## src/rtl/register_file_sb.sv

```systemverilog
// register_file_sb: DEPTH x WIDTH register file with two combinational read
// ports, one synchronous write port and a per-register pending scoreboard.
// Decode reserves destination registers. Writeback writes them and clears
// their pending bit.
// Optional macro REGFILE_BYPASS_EN forwards a same-cycle writeback to the
// read ports. When the macro is undefined, reads see pre-edge state only.

module register_file_sb_cell #(
    parameter int WIDTH = 16
) (
    input  logic             clk,
    input  logic             rst,
    input  logic             wr_en,
    input  logic             rsv_en,
    input  logic [WIDTH-1:0] wr_data,
    output logic [WIDTH-1:0] q,
    output logic             pend,
    output logic             pend_nxt
);
    // A reserve beats a same-cycle write, because it is the newer producer.
    assign pend_nxt = rsv_en | (pend & ~wr_en);

    // Register data and pending bit. Reset clears both.
    always_ff @(posedge clk) begin
        if (rst) begin
            q    <= '0;
            pend <= 1'b0;
        end else begin
            if (wr_en) q <= wr_data;
            pend <= pend_nxt;
        end
    end
endmodule

module register_file_sb #(
    parameter int WIDTH   = 16,
    parameter int DEPTH   = 8,
    parameter int AW      = $clog2(DEPTH),
    parameter int ZERO_R0 = 1
) (
    input  logic             clk,
    input  logic             rst,
    input  logic             wr_en,
    input  logic [AW-1:0]    wr_addr,
    input  logic [WIDTH-1:0] wr_data,
    input  logic             rsv_en,
    input  logic [AW-1:0]    rsv_addr,
    input  logic [AW-1:0]    rd_addr_a,
    output logic [WIDTH-1:0] rd_data_a,
    output logic             rd_pend_a,
    input  logic [AW-1:0]    rd_addr_b,
    output logic [WIDTH-1:0] rd_data_b,
    output logic             rd_pend_b,
    output logic [AW:0]      pend_cnt,
    output logic             any_pend
);
    logic [DEPTH-1:0][WIDTH-1:0] q;
    logic [DEPTH-1:0]            pend;
    logic [DEPTH-1:0]            pend_nxt;
    logic [AW:0]                 cnt_nxt;

    // Register 0 never gets a write or reserve strobe when hard-wired.
    // Its flops therefore hold their reset value of zero.
    for (genvar i = 0; i < DEPTH; i++) begin : g_reg
        localparam bit KEEP = !((ZERO_R0 != 0) && (i == 0));
        logic wr_sel, rsv_sel;
        assign wr_sel  = KEEP && wr_en  && (wr_addr  == AW'(i));
        assign rsv_sel = KEEP && rsv_en && (rsv_addr == AW'(i));
        register_file_sb_cell #(.WIDTH(WIDTH)) u_cell (
            .clk     (clk),
            .rst     (rst),
            .wr_en   (wr_sel),
            .rsv_en  (rsv_sel),
            .wr_data (wr_data),
            .q       (q[i]),
            .pend    (pend[i]),
            .pend_nxt(pend_nxt[i])
        );
    end

    // Popcount of the next pending vector.
    always_comb begin
        cnt_nxt = '0;
        for (int i = 0; i < DEPTH; i++)
            cnt_nxt = cnt_nxt + (AW+1)'(pend_nxt[i]);
    end

    // Count and any-pending flag update on the same edge as the pending bits.
    always_ff @(posedge clk) begin
        if (rst) begin
            pend_cnt <= '0;
            any_pend <= 1'b0;
        end else begin
            pend_cnt <= cnt_nxt;
            any_pend <= (cnt_nxt != '0);
        end
    end

`ifdef REGFILE_BYPASS_EN
    logic zero_a, zero_b;
    assign zero_a = (ZERO_R0 != 0) && (rd_addr_a == '0);
    assign zero_b = (ZERO_R0 != 0) && (rd_addr_b == '0);

    // Combinational read ports. A same-cycle writeback is forwarded, and the
    // read shows pending only if a same-cycle reserve targets that register.
    always_comb begin
        rd_data_a = q[rd_addr_a];
        rd_pend_a = pend[rd_addr_a];
        rd_data_b = q[rd_addr_b];
        rd_pend_b = pend[rd_addr_b];
        if (wr_en && (wr_addr == rd_addr_a) && !zero_a) begin
            rd_data_a = wr_data;
            rd_pend_a = rsv_en && (rsv_addr == rd_addr_a);
        end
        if (wr_en && (wr_addr == rd_addr_b) && !zero_b) begin
            rd_data_b = wr_data;
            rd_pend_b = rsv_en && (rsv_addr == rd_addr_b);
        end
    end
`else
    // Combinational read ports that return pre-edge state.
    always_comb begin
        rd_data_a = q[rd_addr_a];
        rd_pend_a = pend[rd_addr_a];
        rd_data_b = q[rd_addr_b];
        rd_pend_b = pend[rd_addr_b];
    end
`endif
endmodule

```

## config.mk

```make
export PLATFORM = sky130hd
export DESIGN_NAME = register_file_sb
export DESIGN_NICKNAME = d
export VERILOG_FILES = /design/src/rtl/register_file_sb.sv
export SDC_FILE = /design/constraint.sdc
export NUM_CORES = 1
export LEC_CHECK = 0
export BUFFER_PORTS_ARGS = -buffer_cell sky130_fd_sc_hd__buf_2
export CAP_MARGIN = 10
export CORE_ASPECT_RATIO = 0.6
export CORE_MARGIN = 3
export CORE_UTILIZATION = 55
export CTS_BUF_LIST = sky130_fd_sc_hd__clkbuf_8
export DETAILED_ROUTE_END_ITERATION = 6
export GPL_TIMING_DRIVEN = 0
export HOLD_SLACK_MARGIN = 0.15
export PLACE_DENSITY = 0.78
export SLEW_MARGIN = 20
export SYNTH_ARGS = -nofsm -noshare
export SYNTH_HDL_FRONTEND = slang
export SYNTH_SLANG_ARGS = --single-unit
```

## constraint.sdc

```tcl
create_clock -name clk -period 3.6 [get_ports clk]
set_input_delay 0.36 -clock clk [delete_from_list [all_inputs] [get_ports clk]]
set_output_delay 0.36 -clock clk [all_outputs]
set_load 0.02 [all_outputs]
```

==> metrics.cfg <==
[floorplan]
die_h_um=93.7
ios=71
die_x_um=152
core_um2=12300
die-area_um2=14300
start_util_pct=57.4
core.rowCount=31

[placement]
place.gp.congestion=0.967
placed_area_um2=7580
place.port_buffers=65
dp_cells=985
pre_cts_ws_ns=-0.218
dp_hpwl_mm=17.4

[synthesis]
postSynthAreaPerCell_um2=9.34
synth_edf_count=0
yosys_warnings=0
synthCells=755
netlist_area_um2=7050
synth_ff_type=dfxtp_1
ys_ff_latch=123
yosysSeqAreaShare_pct=34.9
syn_nets=791
synthArstFlopShare_pct=0
ys_types=36

[finish]
layout_common_cells=nand2_1 (224), dfxtp_1 (123), buf_2 (84)
post-route-cell-area_um2=8050
syn2layout_area_growth_pct=14.1
final_cell_count_no_fill=1018
layout-drive-gt1-share_pct=32.2
layout_commonest_cell=nand2_1
diodes=0
fin_nets=876
fill_cells=983
multi_input_area_um2=3980
area.sequential_um2=2460

[detailed_routing]
wl_per_cell_um=22.6
route.detailed.drc=0
vias_per_cell=6.35
first_pass_iters=7
dr_total_vias=6469
ant_nets=0
drt_iter0_markers=805
routed_wl_mm=23.0

[clocking]
clkSlewWorstSetupHoldPaths_ns=0.08
cts_max_level=4
post_cts_buffers=0
cts_sinks=123
worstSkewPairLatency_ns=0.44
clockBufferDepth=2
cts_tree=built
numCtsBuffers=17
cts-root-buf=clkbuf_8
ctsResizeCount=0

[power]
leakage_nw=3.14
irDropWorstVdd_mv=0.222
totalPowerFinal_mw=3.37
cellPowerDensity_nw_per_um2=419

[timing]
rsz0062_at_grt=no
slew_viol_final=0
setup_slack_ns=0.238
period_minus_slack_ns=3.36
worst_pin_slew_ns=0.867
finalHoldViolCount=0
fmax_mhz=297
setup_viol=0
relSlewSlack_pct=42.2
clock_skew_ns=0.00478
min_period_over_period_pct=93.4

[worst_setup_path]
critPathCaptureType=register
arrival_ns=3.69
required_ns=3.93
start_kind=input pin
worstSetupPathType=in -> reg
worstPathMaxFanout=10

[grt]
grt_pass1_wl_mm=35.1
grt.total_usage_pct=32.2
antenna_found_initial=0
grt_pass1_vias=6027
grt_overflow=0
grt_max_degree=17

[min_path]
min_path_type=in -> reg

[run_status]
status=finished clean

[job]
drv_cap=0

-- worst paths after layout --
path,from,to,slack [ns],depth (start not counted)
hold reg to reg,g_reg[7].u_cell.q[9],g_reg[7].u_cell.q[9],0.47,2
setup reg to reg,g_reg[4].u_cell.pend,any_pend,0.45,8
setup / recovery,wr_addr[0],any_pend,0.24,12
hold / removal,wr_data[15],g_reg[5].u_cell.q[15],0.26,3
-- report_power, final --
part           internal (mW)  switching [mW]  leakage, nW
Combinational          0.190           0.342         1.92
Sequential              1.40          0.0272        0.996
Clock                  0.826           0.587        0.226
-- stage by stage --
stage	TNS [ns]	hold slack, ns	util [%]
2_1_floorplan	0	0.438	-
6_report	0	0.261	65.5
3_3_place_gp	-0.117	0.450	61.7
3_5_place_dp	-0.218	0.461	61.7
4_1_cts	0	0.242	65.5
5_1_grt	0	0.257	65.5
-- synth_stat cells (13+ instances only) --
cell,n,area share (%)
nand2_1,224,12
buf_4,13,1.4
a221oi_2,42,8.9
a21oi_2,34,4.2
mux2i_1,68,9.7
mux2_4,20,4.3
dfxtp_1,123,35
buf_6,21,3.4
a221oi_1,26,3.2
mux2_2,14,2.2
buf_2,19,1.3
a21oi_1,79,5.6
-- flip-flops by register name (all words and copies together) (netlist names) --
| register | count |
|---|---|
| pend_cnt | 3 |
| any_pend | 1 |
| g.u_cell.pend | 7 |
| g.u_cell.q | 112 |
-- worst max-delay path: stages --
cell,delay (ns)
buf_2,0.12
buf_6,0.14
nand4bb_1,0.19
buf_4,0.18
a32oi_1,0.29
fa_1,0.51
fa_1,0.50
inv_1,0.05
fa_1,0.40
fa_1,0.47
nor2b_1,0.14
or3_1,0.34
-- area by class of cell --
class                           instances  share of cell area, %
Sequential cell                       123                   30.6
Clock inverter                         11                   2.05
Multi-Input combinational cell        554                   49.4
Inverter                                4                  0.187
Tap cell                              165                   2.57
Clock buffer                           21                   3.59
Timing Repair Buffer                   66                   4.17
Buffer                                 74                   7.42
-- timing repair --
action	4_1_cts	5_1_grt
hold buffers	1	0
hold endpoints to repair	3	0
setup endpoints to repair	0	0
-- kinds of logic after synthesis --
group	count (synthesis)	synth area share [%]
simple gates	260	16.3
compound gates	187	22.7
flops	123	34.9
mux	102	16.1
buf+inv	78	8.68
fa+ha+maj	4	1.14
other cells	1	0.0532
-- layer usage --
metal,vias up,share of wire [%],global-route usage [%]
li1,2863,-,-
met1,3098,42,46.7
met2,460,41,46.3
met3,48,15,10.6
met4,0,1.6,7.55
met5,-,0,0
Power figures use the tool's default switching activity.
